## src/rtl/fft_frame_scheduler.sv

```systemverilog
// fft_frame_scheduler: launches FFT frames from the mic sample window.
// Ports: clk, reset (sync, active-low), new_t/enable/fft_done in;
//   snap, fft_start, fft_active, window_ready, frame_cnt, drop_cnt,
//   fft_err out. Optional watchdog: define FFT_WATCHDOG_EN.

module fft_frame_scheduler #(
  parameter int WIN_LEN = 32,
  parameter int HOP     = 32,
  parameter int TIMEOUT = 4096
) (
  input  logic        clk,
  input  logic        reset,
  input  logic        new_t,
  input  logic        enable,
  input  logic        fft_done,
  output logic        snap,
  output logic        fft_start,
  output logic        fft_active,
  output logic        window_ready,
  output logic [15:0] frame_cnt,
  output logic [7:0]  drop_cnt,
  output logic        fft_err
);

  localparam int FW = $clog2(WIN_LEN + 1);

  localparam logic [FW-1:0] FILL_MAX  = FW'(WIN_LEN);
  localparam logic [FW-1:0] FILL_LAST = FW'(WIN_LEN - 1);
  localparam logic [FW-1:0] HOP_LAST  = FW'(HOP - 1);
  localparam logic [FW-1:0] ONE       = FW'(1);

  typedef enum logic [1:0] {
    S_IDLE,
    S_SNAP,
    S_START,
    S_BUSY
  } state_t;

  state_t        state_q, state_d;
  logic [FW-1:0] fill_q, fill_d;
  logic [FW-1:0] hop_q, hop_d;
  logic [15:0]   frame_q, frame_d;
  logic [7:0]    drop_q, drop_d;
  logic          due;
  logic          launch;
  logic          drop_inc;

  // Sample accounting: initial fill, then one frame every HOP samples.
  always_comb begin
    fill_d = fill_q;
    hop_d  = hop_q;
    due    = 1'b0;
    if (new_t) begin
      if (fill_q != FILL_MAX) begin
        fill_d = fill_q + ONE;
        due    = (fill_q == FILL_LAST);
      end else if (hop_q == HOP_LAST) begin
        hop_d = '0;
        due   = 1'b1;
      end else begin
        hop_d = hop_q + ONE;
      end
    end
  end

  assign launch       = due && enable;
  assign window_ready = (fill_q == FILL_MAX);

`ifdef FFT_WATCHDOG_EN
  localparam logic [15:0] WD_LAST = 16'(TIMEOUT - 1);

  logic [15:0] wd_q, wd_d;
  logic        err_q, err_d;
  logic        expire;

  // Counter sits at zero outside BUSY, so it is clear on BUSY entry.
  assign wd_d    = (state_q == S_BUSY) ? wd_q + 16'd1 : 16'd0;
  assign expire  = (state_q == S_BUSY) && !fft_done
                   && (wd_q == WD_LAST);
  assign err_d   = err_q | expire;
  assign fft_err = err_q;
`else
  logic expire;

  assign expire  = 1'b0;
  assign fft_err = 1'b0;
`endif

  always_comb begin
    state_d    = state_q;
    frame_d    = frame_q;
    drop_inc   = 1'b0;
    snap       = 1'b0;
    fft_start  = 1'b0;
    fft_active = 1'b0;
    unique case (state_q)
      S_IDLE: begin
        if (launch) state_d = S_SNAP;
      end
      S_SNAP: begin
        snap     = 1'b1;
        drop_inc = launch;
        state_d  = S_START;
      end
      S_START: begin
        fft_start  = 1'b1;
        fft_active = 1'b1;
        drop_inc   = launch;
        state_d    = S_BUSY;
      end
      S_BUSY: begin
        fft_active = 1'b1;
        if (fft_done) begin
          // A frame due on the completion cycle chains straight on.
          frame_d = frame_q + 16'd1;
          state_d = launch ? S_SNAP : S_IDLE;
        end else begin
          drop_inc = launch;
          if (expire) state_d = S_IDLE;
        end
      end
      default: state_d = S_IDLE;
    endcase
  end

  assign drop_d = (drop_inc && drop_q != 8'hFF)
                  ? drop_q + 8'd1 : drop_q;

  assign frame_cnt = frame_q;
  assign drop_cnt  = drop_q;

  always_ff @(posedge clk) begin
    if (!reset) begin
      state_q <= S_IDLE;
      fill_q  <= '0;
      hop_q   <= '0;
      frame_q <= '0;
      drop_q  <= '0;
    end else begin
      state_q <= state_d;
      fill_q  <= fill_d;
      hop_q   <= hop_d;
      frame_q <= frame_d;
      drop_q  <= drop_d;
    end
  end

`ifdef FFT_WATCHDOG_EN
  always_ff @(posedge clk) begin
    if (!reset) begin
      wd_q  <= '0;
      err_q <= 1'b0;
    end else begin
      wd_q  <= wd_d;
      err_q <= err_d;
    end
  end
`endif

endmodule
```

## config.mk

```make
export PLATFORM = sky130hd
export DESIGN_NAME = fft_frame_scheduler
export DESIGN_NICKNAME = d
export VERILOG_FILES = /design/src/rtl/fft_frame_scheduler.sv
export SDC_FILE = /design/constraint.sdc
export NUM_CORES = 1
export LEC_CHECK = 0
export ABC_AREA = 0
export CAP_MARGIN = 20
export CORE_ASPECT_RATIO = 0.6
export CORE_MARGIN = 2
export CORE_UTILIZATION = 30
export CTS_CLUSTER_DIAMETER = 200
export DETAILED_ROUTE_END_ITERATION = 8
export GPL_ROUTABILITY_DRIVEN = 0
export SYNTH_ARGS = -nofsm -noshare
export SYNTH_HDL_FRONTEND = slang
export SYNTH_SLANG_ARGS = --single-unit
```

## constraint.sdc

```tcl
create_clock -name clk -period 2.8 [get_ports clk]
set_clock_uncertainty 0.15 [all_clocks]
set_input_delay 0.84 -clock clk [delete_from_list [all_inputs] [get_ports clk]]
set_output_delay 0.84 -clock clk [all_outputs]
set_load 0.02 [all_outputs]
```

==> summary.txt, run 1 <==
Die
  • Core Area: 0.00617 mm2
  • DIE HEIGHT: 66.2 um
  • Die width: 108 um
  • I/O Pins: 34
  • DIE AREA: 0.00713 mm2
  • Initial Utilization: 0.314
  • Num rows: 22

Routing
  • DRT iter0 DRCs: 41
  • DRT Pass-1 Iters: 4
  • Vias: 1,578
  • Drt total wl: 3970 um
  • Vias/cell: 4.59
  • # DRC: 0
  • Routed len/inst: 11.5 um
  • Antenna viol nets, final: 0

Global route
  • Global-route wire length before repair: 6810 um
  • Largest net degree at the start of global routing: 22
  • Number of global-route vias before repair: 1,452
  • Global route total overflow: 0
  • GRT Overall Usage: 0.121
  • Initial antenna violation count: 0

Final layout
  • Layout cell share with drive strength beyond 1: 0.119
  • Filler cells: 618
  • Core Util, Final: 0.418
  • Diodes inserted: 0
  • Syn-to-layout area delta: 33.3%
  • Nets: 274

STA
  • Fmax: 369 MHz
  • Final clock period utilization by the worst path: 0.969
  • Final Hold Vio Count: 0
  • Unrepaired setup endpoints after global routing: false
  • Final setup fails: 0
  • Worst-Margin Slew: 0.501 ns
  • Crit path time final: 2.71 ns
  • Slew Limit Fails: 0
  • Slew HR: 0.662
  • Final worst setup slack: 0.0864 ns

Clock tree
  • Postcts setup bufs: 0
  • CTS tree: built
  • Clk root buf: clkbuf_8
  • CTS Sinks: 38
  • Bufs on Longest Clock Path: 2
  • Total CTS buffers: 5
  • H-tree depth: 2
  • Worst-path clk slew: 0.08 ns
  • Clk_lat worst skew: 0.29 ns

Critical path
  • WS Path Type: flip-flop to primary output
  • CP arrival: 1.72 ns
  • Worst Reg2Reg Path Length in Cells: 6
  • CP max FO: 4
  • Max incr delay on CP: 0.54 ns
  • Worst path depth: 3
  • Worst Setup End Kind: primary output
  • Critical path cell sequence: or4b_4 > nor2_1 > dlygate4sd2_1
  • Slowest CP cell: or4b_4
  • Critical Path RT: 1.81 ns
  • CP Launch Type: flip-flop
  • Worst path bufs/invs: 1
  • Crit-path leading delay family: simple AND/OR/NAND/NOR gates

Place
  • Port bufs: 32
  • DP HPWL: 2870 um
  • Dpl ws: -0.125 ns

Hold path
  • Type of the tightest min-delay check: flip-flop to flip-flop
  • Worst hold path depth: 2

Synthesis
  • Post-Synthesis Cells: 211
  • Asr flop ratio synth: 0
  • Top_reg_cell synth: dfxtp_1
  • Average cell area after synthesis: 9.17 um2
  • Sequential fraction of the synthesis area: 0.393
  • Syn nets: 226
  • EDFF count, synth: 0
  • Unique masters post-synth: 37
  • YS warnings: 0
  • Area of the mapped netlist: 0.00193 mm2
  • Synthesized flop and latch total: 38

Power
  • P_sw: 0.000230 W
  • Switching Share: 0.200
  • Sequential power share: 0.476
  • Worst ir drop on vdd: 239 uV
  • Tot Pwr: 0.00115 W
  • Clock share of power: 0.488
  • PwrDens: 445 mW/mm2
  • Combinational power share: 0.036
  • P_leak: 0.977 nW
  • Cell-internal power: 0.000919 W

Job
  • Max-Cap Viols: 0

Status
  • Status: complete, no violations
-- power groups by stage --
stage          clock (W)  combinational, W  sequential, W
4_1_cts         0.000577         0.0000415       0.000547
5_1_grt         0.000597         0.0000456       0.000548
3_3_place_gp           0         0.0000398       0.000560
3_5_place_dp           0         0.0000406       0.000560
6_report        0.000561         0.0000408       0.000547
2_1_floorplan          0         0.0000239       0.000559
-- state kept, by name, indices dropped and copies added (netlist names) --
register / count
frame_cnt: 16
drop_cnt: 8
fill_q: 6
hop_q: 6
state_q: 2
-- logic make-up after synthesis --
group           Yosys count  synth area share
simple gates             93             0.279
flops                    38             0.393
compound gates           28             0.104
xor+xnor                 24             0.109
buf+inv                  14            0.0330
fa+ha+maj                10            0.0647
mux                       3            0.0155
other cells               1           0.00194
-- metal layers --
metal / GRT usage / up-vias / share of wire
met5: 0 / - / 0
met4: 0.0288 / 0 / 0.0043
met3: 0.0424 / 2 / 0.051
met2: 0.169 / 27 / 0.39
met1: 0.175 / 710 / 0.55
li1: - / 839 / -
-- cell type report --
type	count	area (um2)	share of cell area
clock buffer	5	68.8	0.0267
sequential	38	762	0.295
tap	84	105	0.0408
inverter	8	30.0	0.0116
clock inverter	3	68.8	0.0267
timing repair buffer	47	434	0.168
multi-input combinational	159	1110	0.430
-- synthesized netlist by cell type, drive strengths merged, types with 2 or more instances --
cell type	n	area (um2)
a21boi	7	52.6
and2	21	131
and3	3	18.8
and4	2	17.5
buf	2	18.8
clkbuf	4	15.0
dfxtp	38	761
ha	10	125
inv	8	30.0
mux2i	3	30.0
nand2	17	63.8
nand3	13	65.1
nand4	11	68.8
nor2	6	22.5
nor2b	6	37.5
nor3	2	10.0
o21ai	9	45.0
o311ai	2	17.5
o31ai	4	30.0
or2	2	12.5
or3	3	18.8
or4	3	22.5
xnor2	18	158
xor2	6	52.6
-- repair_timing --
item,4_1_cts,5_1_grt
pin swaps,0,0
hold buffers,0,0
gates resized for setup,2,1
setup endpoints to repair,2,1
-- final timing paths --
check	start	endpoint	slack [ns]
worst min register to register	drop_cnt[6]$_SDFFE_PN0P_	drop_cnt[6]$_SDFFE_PN0P_	0.36
worst min-delay path	drop_cnt[6]$_SDFFE_PN0P_	drop_cnt[6]$_SDFFE_PN0P_	0.36
worst max register to register	fill_q[3]$_SDFFE_PN0P_	drop_cnt[5]$_SDFFE_PN0P_	0.38
worst max-delay path	fill_q[3]$_SDFFE_PN0P_	window_ready	0.09
-- cells in the final DEF (no fill, tap or decap), types with 2 or more instances in the layout --
cell	instances
a21boi_0	4
and3_1	3
nand2_1	17
or4_1	3
nor3_1	2
a21boi_1	3
dfxtp_1	37
and2_1	21
clkdlybuf4s50_1	30
o21ai_0	9
nor2b_1	6
xnor2_1	18
mux2i_1	3
ha_1	10
buf_4	15
or3_1	3
and4_1	2
xor2_1	6
bufinv_16	2
inv_1	8
clkbuf_8	5
nor2_1	6
or2_2	2
o311ai_0	2
nand3_1	13
nand4_1	11
o31ai_1	4
-- tightest hold or removal path, delay by kind of cell (launching register included) --
| family | cells | cell delay, ns |
|---|---|---|
| flops | 1 | 0.33 |
| compound gates | 2 | 0.13 |
-- stage by stage --
| step | cells | instance area [um2] | hold slack (ns) | setup TNS, ns |
|---|---|---|---|---|
| CTS | 344 | 2580 | 0.358 | 0 |
| global route | 344 | 2580 | 0.394 | 0 |
| global placement | 336 | 2440 | 0.342 | -0.0473 |
| finish | 344 | 2580 | 0.356 | 0 |
| floorplan | 211 | 1930 | 0.320 | 0 |
| detailed placement | 336 | 2440 | 0.344 | -0.394 |
Note: power is estimated with default switching activity, not from simulation.
==> inputs of run 2 (changes only) <==
CTS_BUF_LIST = sky130_fd_sc_hd__clkbuf_4   (was default)
SKIP_LAST_GASP = 1   (was default)
==> run 2 against run 1 <==
Sequential power barely moved. Cell count did not move. Global-route usage fell by 0.084 points. Utilization shrank 0.63 points. Via count is 0.95% higher. Sequential cell count unchanged. Largest cell class unchanged.
==> summary.txt, run 2 (synthesis results as in run 1) <==
Die
  • Num rows: 22 (unchanged)
  • DIE AREA: 0.00713 mm2 (unchanged)
  • DIE HEIGHT: 66.2 um (unchanged)
  • Initial Utilization: 0.314 (unchanged)
  • Die width: 108 um (unchanged)
  • I/O Pins: 34 (unchanged)
  • Core Area: 0.00617 mm2 (unchanged)

STA
  • Worst-Margin Slew: 0.573 ns (was 0.501 ns)
  • Fmax: 381 MHz (was 369 MHz)
  • Final setup fails: 0 (unchanged)
  • Crit path time final: 2.62 ns (was 2.71 ns)
  • Slew Limit Fails: 0 (unchanged)
  • Final Hold Vio Count: 0 (unchanged)
  • Slew HR: 0.614 (was 0.662)
  • Final worst setup slack: 0.177 ns (was 0.0864 ns)
  • Final clock period utilization by the worst path: 0.937 (was 0.969)
  • Unrepaired setup endpoints after global routing: false (unchanged)

Routing
  • Vias/cell: 4.63 (was 4.59)
  • DRT Pass-1 Iters: 4 (unchanged)
  • Drt total wl: 3940 um (was 3970 um)
  • Vias: 1,593 (was 1,578)
  • Antenna viol nets, final: 0 (unchanged)
  • Routed len/inst: 11.5 um (about the same)
  • # DRC: 0 (unchanged)
  • DRT iter0 DRCs: 32 (was 41)

Place
  • DP HPWL: 2870 um (unchanged)
  • Dpl ws: -0.125 ns (unchanged)
  • Port bufs: 32 (unchanged)
  • DP Cell Count: 336 (unchanged)

Power
  • PwrDens: 417 mW/mm2 (was 445 mW/mm2)
  • Worst ir drop on vdd: 246 uV (was 239 uV)
  • Tot Pwr: 0.00106 W (was 0.00115 W)
  • P_leak: 0.946 nW (was 0.977 nW)

Clock tree
  • Total CTS buffers: 5 (unchanged)
  • CTS Sinks: 38 (unchanged)
  • Bufs on Longest Clock Path: 2 (unchanged)
  • Postcts setup bufs: 0 (unchanged)
  • CTS tree: built (unchanged)
  • Clk root buf: clkbuf_4 (was clkbuf_8)
  • Clk_lat worst skew: 0.34 ns (was 0.29 ns)
  • Worst-path clk slew: 0.13 ns (was 0.08 ns)
  • H-tree depth: 2 (unchanged)

Critical path
  • Max incr delay on CP: 0.53 ns (was 0.54 ns)
  • Critical path cell sequence: or4b_4 > nor2_1 > clkbuf_2 (was or4b_4 > nor2_1 > dlygate4sd2_1)
  • CP startpoint: fill_q[3]$_SDFFE_PN0P_ (unchanged)
  • Critical Path RT: 1.81 ns (about the same)
  • CP max FO: 4 (unchanged)
  • Worst Setup End Kind: primary output (unchanged)
  • WS Path Type: flip-flop to primary output (unchanged)
  • R2R Path Start: fill_q[3]$_SDFFE_PN0P_ (unchanged)
  • CP arrival: 1.63 ns (was 1.72 ns)
  • CP Launch Type: flip-flop (unchanged)
  • Slowest CP cell: or4b_4 (unchanged)
  • Worst path bufs/invs: 1 (unchanged)
  • Crit-path leading delay family: simple AND/OR/NAND/NOR gates (unchanged)

Global route
  • Initial antenna violation count: 0 (unchanged)
  • GRT Overall Usage: 0.120 (was 0.121)
  • Global-route wire length before repair: 6780 um (was 6810 um)
  • Largest net degree at the start of global routing: 22 (unchanged)
  • Number of global-route vias before repair: 1,454 (was 1,452)
  • Global route total overflow: 0 (unchanged)

Final layout
  • Layout cell share with drive strength beyond 1: 0.123 (was 0.119)
  • Syn-to-layout area delta: 31.3% (was 33.3%)
  • Most common cell after layout, fill and taps aside: dfxtp_1 (unchanged)
  • Diodes inserted: 0 (unchanged)
  • Non-Filler Instances: 344 (unchanged)
  • Nets: 274 (unchanged)
  • Number of flip-flops in the largest register: 16 (unchanged)
  • Most frequent cells in the layout: 37 x dfxtp_1, 30 x clkdlybuf4s50_1, 21 x and2_1, 18 x xnor2_1, 17 x nand2_1 (unchanged)

Job
  • Max-Cap Viols: 0 (unchanged)

Status
  • Status: complete, no violations (unchanged)

Hold path
  • Type of the tightest min-delay check: flip-flop to flip-flop (unchanged)
  • Hold Startpoint: drop_cnt[6]$_SDFFE_PN0P_ (unchanged)
[run 2: cell types whose count changed in the layout (fill, tap and decap cells not counted)]
cell / before / now
clkbuf_2: 0 / 1
clkbuf_4: 0 / 5
dlymetal6s2s_1: 1 / 0
clkbuf_8: 5 / 0
[run 2: final timing paths]
| check | cells after the start | endpoint | slack (ns) |
|---|---|---|---|
| worst max-delay path | 3 | window_ready | 0.18 |
| worst min-delay path | 2 | drop_cnt[6]$_SDFFE_PN0P_ | 0.36 |
| worst max register to register | 6 | drop_cnt[5]$_SDFFE_PN0P_ | 0.38 |
| worst min register to register | 2 | drop_cnt[6]$_SDFFE_PN0P_ | 0.36 |
[run 2: metrics by stage]
step                 util  hold slack [ns]  area [um2]  TNS, ns
floorplan               -            0.320        1930        0
global placement    0.395            0.342        2440  -0.0473
detailed placement  0.395            0.344        2440   -0.394
global route        0.412            0.400        2540        0
CTS                 0.413            0.364        2540        0
finish              0.412            0.361        2540        0
[run 2: what timing repair did]
item | 4_1_cts | 5_1_grt
gates resized for setup | 3 | 2
hold buffers | 0 | 0
pin swaps | 0 | 0
endpoints found under the setup margin | 2 | 1
[run 2: worst reg2reg max path: cells and delay by family, from the launching register on]
| family | cells | cell delay [ns] |
|---|---|---|
| buf+inv | 1 | 0.17 |
| compound gates | 2 | 0.36 |
| simple gates | 3 | 1.33 |
| flops | 1 | 0.36 |
[run 2: cell type report]
cell class | instances | area, um2
fill | 619 | 3630
clock inverter | 3 | 68.8
clock buffer | 5 | 37.5
timing repair buffer | 47 | 427
inverter | 8 | 30.0
tap | 84 | 105
sequential | 38 | 762
multi-input combinational | 159 | 1110
[run 2: power breakdown]
group	internal [W]	total [W]	switching, W
Combinational	0.0000186	0.0000400	0.0000214
Sequential	0.000544	0.000548	0.00000393
Clock	0.000279	0.000472	0.000192
[run 2: metal layers]
layer,global-route usage,vias to the layer above,part of all wire
li1,-,839,-
met1,0.173,719,0.55
met2,0.171,31,0.40
met3,0.0394,4,0.050
met4,0.0288,0,0.0061
met5,0,-,0
==> inputs of run 3 (changes only) <==
CELL_PAD_IN_SITES_DETAIL_PLACEMENT = 1   (was default)
CELL_PAD_IN_SITES_GLOBAL_PLACEMENT = 1   (was default)
PLACE_DENSITY_LB_ADDON = 0.1   (was default)
==> run 3 against run 2 <==
Register-to-register slack about the same. Worst hold slack improved by 0.012 ns. Worst setup slack got worse by 0.048 ns. Global-route usage rose by 2.9 points. Critical path depth increased by 1. Combinational power up 25%. First-iteration DRC count is 91% higher. Clock power down 37%. Sequential power is essentially flat. Critical endpoint is now fft_active. Highest routed layer unchanged.
==> summary.txt, run 3 (synthesis results as in run 1) <==
Status
  • Status: complete, no violations (unchanged)

Final layout
  • Most common cell after layout, fill and taps aside: dfxtp_1 (unchanged)
  • Nets: 278 (was 274)
  • Final instance area: 0.00252 mm2 (was 0.00254 mm2)
  • Diodes inserted: 0 (unchanged)
  • Most frequent cells in the layout: 37 x dfxtp_1, 30 x clkdlybuf4s50_1, 21 x and2_1, 19 x buf_4, 18 x xnor2_1 (was 37 x dfxtp_1, 30 x clkdlybuf4s50_1, 21 x and2_1, 18 x xnor2_1, 17 x nand2_1)
  • Number of flip-flops in the largest register: 16 (unchanged)
  • Layout cell share with drive strength beyond 1: 0.133 (was 0.123)
  • Syn-to-layout area delta: 30.1% (was 31.3%)

Critical path
  • Critical path cell sequence: inv_1 > ha_1 > or2_2 > dlygate4sd2_1 (was or4b_4 > nor2_1 > clkbuf_2)
  • Worst Reg2Reg Path Length in Cells: 6 (unchanged)
  • Reg2reg end: drop_cnt[5]$_SDFFE_PN0P_ (unchanged)
  • R2R Path Start: fill_q[3]$_SDFFE_PN0P_ (unchanged)
  • Max incr delay on CP: 0.42 ns (was 0.53 ns)
  • CP max FO: 7 (was 4)
  • CP arrival: 1.68 ns (was 1.63 ns)
  • Worst path bufs/invs: 2 (was 1)
  • CP Launch Type: flip-flop (unchanged)
  • Crit-path leading delay family: buffers and inverters (was simple AND/OR/NAND/NOR gates)
  • Critical Path RT: 1.81 ns (about the same)
  • Worst Setup End Kind: primary output (unchanged)
  • WS Path Type: flip-flop to primary output (unchanged)
  • Reg-to-reg setup timing slack: 0.37 ns (was 0.38 ns)
  • Slowest CP cell: dfxtp_2 (was or4b_4)

Die
  • Core Area: 0.00617 mm2 (unchanged)
  • Die width: 108 um (unchanged)
  • DIE HEIGHT: 66.2 um (unchanged)
  • I/O Pins: 34 (unchanged)
  • DIE AREA: 0.00713 mm2 (unchanged)
  • Num rows: 22 (unchanged)
  • Initial Utilization: 0.314 (unchanged)

Clock tree
  • Total CTS buffers: 5 (unchanged)
  • Worst-path clk slew: 0.12 ns (was 0.13 ns)
  • CTS Sinks: 38 (unchanged)
  • Clk_lat worst skew: 0.36 ns (was 0.34 ns)
  • Postcts setup bufs: 0 (unchanged)
  • Clk root buf: clkbuf_4 (unchanged)
  • H-tree depth: 2 (unchanged)
  • Bufs on Longest Clock Path: 2 (unchanged)
  • CTS tree: built (unchanged)
  • Post_cts resized: 3 (unchanged)
  • Hold-fix buffers, CTS: 0 (unchanged)

Power
  • P_leak: 0.943 nW (was 0.946 nW)
  • PwrDens: 354 mW/mm2 (was 417 mW/mm2)
  • Worst ir drop on vdd: 116 uV (was 246 uV)

STA
  • Final worst setup slack: 0.129 ns (was 0.177 ns)
  • Slew Limit Fails: 0 (unchanged)
  • Slew HR: 0.647 (was 0.614)
  • Fmax: 374 MHz (was 381 MHz)
  • Setup TNS: 0 ns (unchanged)
  • Unrepaired setup endpoints after global routing: false (unchanged)
  • Final setup fails: 0 (unchanged)
  • Crit path time final: 2.67 ns (was 2.62 ns)
  • Final clock period utilization by the worst path: 0.954 (was 0.937)
  • Worst-Margin Slew: 0.524 ns (was 0.573 ns)
  • Final Hold Vio Count: 0 (unchanged)

Global route
  • GRT Overall Usage: 0.149 (was 0.120)
  • Global route total overflow: 0 (unchanged)
  • Largest net degree at the start of global routing: 21 (was 22)
  • Number of global-route vias before repair: 1,686 (was 1,454)
  • Global-route wire length before repair: 8160 um (was 6780 um)
  • Initial antenna violation count: 0 (unchanged)

Hold path
  • Worst hold path depth: 2 (unchanged)
  • Type of the tightest min-delay check: flip-flop to flip-flop (unchanged)
  • Hold Startpoint: drop_cnt[7]$_SDFFE_PN0P_ (was drop_cnt[6]$_SDFFE_PN0P_)
  • End of the worst hold path: drop_cnt[7]$_SDFFE_PN0P_ (was drop_cnt[6]$_SDFFE_PN0P_)

Job
  • Max-Cap Viols: 0 (unchanged)

Routing
  • Routed len/inst: 13.4 um (was 11.5 um)
  • Drt total wl: 4660 um (was 3940 um)
  • DRT iter0 DRCs: 61 (was 32)
  • DRT Pass-1 Iters: 4 (unchanged)
  • Vias: 1,641 (was 1,593)
  • Antenna viol nets, final: 0 (unchanged)
  • Vias/cell: 4.72 (was 4.63)
  • # DRC: 0 (unchanged)

Place
  • DP Area: 0.00247 mm2 (was 0.00244 mm2)
  • Dpl ws: -0.0886 ns (was -0.125 ns)
  • Port bufs: 32 (unchanged)
  • DP HPWL: 3510 um (was 2870 um)
[run 3: changes by cell type in the layout (fill, tap and decap cells not counted)]
cell       previous run  this run
clkinv_2              0         1
clkinv_1              0         1
buf_4                15        19
clkbuf_4              5         6
bufinv_16             2         0
clkinv_4              1         0
[run 3: worst min-delay path, delay by kind of cell (launching register included)]
kind / cells / cell delay [ns]
AO/OA/AOI/OAI: 2 / 0.13
flip-flops: 1 / 0.36
[run 3: worst max-delay path by stage]
| stage | start | to | cells after the start |
|---|---|---|---|
| finish | state_q[0]$_SDFFE_PN0P_ | fft_active | 4 |
| global placement | new_t | drop_cnt[5]$_SDFFE_PN0P_ | 6 |
| global route | state_q[0]$_SDFFE_PN0P_ | fft_active | 4 |
| CTS | fill_q[3]$_SDFFE_PN0P_ | window_ready | 3 |
| detailed placement | new_t | drop_cnt[5]$_SDFFE_PN0P_ | 6 |
| floorplan | fill_q[2]$_SDFFE_PN0P_ | window_ready | 2 |
[run 3: where the power goes]
group          switching, W  internal (W)  total [W]
logic             0.0000270     0.0000232  0.0000502
clock network      0.000191      0.000104   0.000295
registers        0.00000135      0.000543   0.000545
[run 3: layout make-up]
type                            count  area [um2]
Fill cell                         747        3650
Multi-Input combinational cell    159        1110
Sequential cell                    38         762
Timing Repair Buffer               51         457
Tap cell                           84         105
Clock buffer                        6        45.0
Inverter                            8        30.0
Clock inverter                      2        8.76
[run 3: stage by stage]
| stage | utilization | total power (W) | std cells | hold slack [ns] |
|---|---|---|---|---|
| detailed placement | 0.400 | 0.000608 | 340 | 0.354 |
| global route | 0.408 | 0.000938 | 348 | 0.406 |
| floorplan | - | 0.000583 | 211 | 0.320 |
| global placement | 0.400 | 0.000607 | 340 | 0.348 |
| finish | 0.408 | 0.000890 | 348 | 0.373 |
| CTS | 0.409 | 0.000907 | 348 | 0.374 |
[run 3: layer usage]
metal / wire (um) / vias to the layer above / GRT usage
met5: 0 / - / 0
met4: 84 / 0 / 0.0625
met3: 195 / 8 / 0.0365
met2: 1660 / 31 / 0.197
met1: 2720 / 766 / 0.223
li1: - / 836 / -
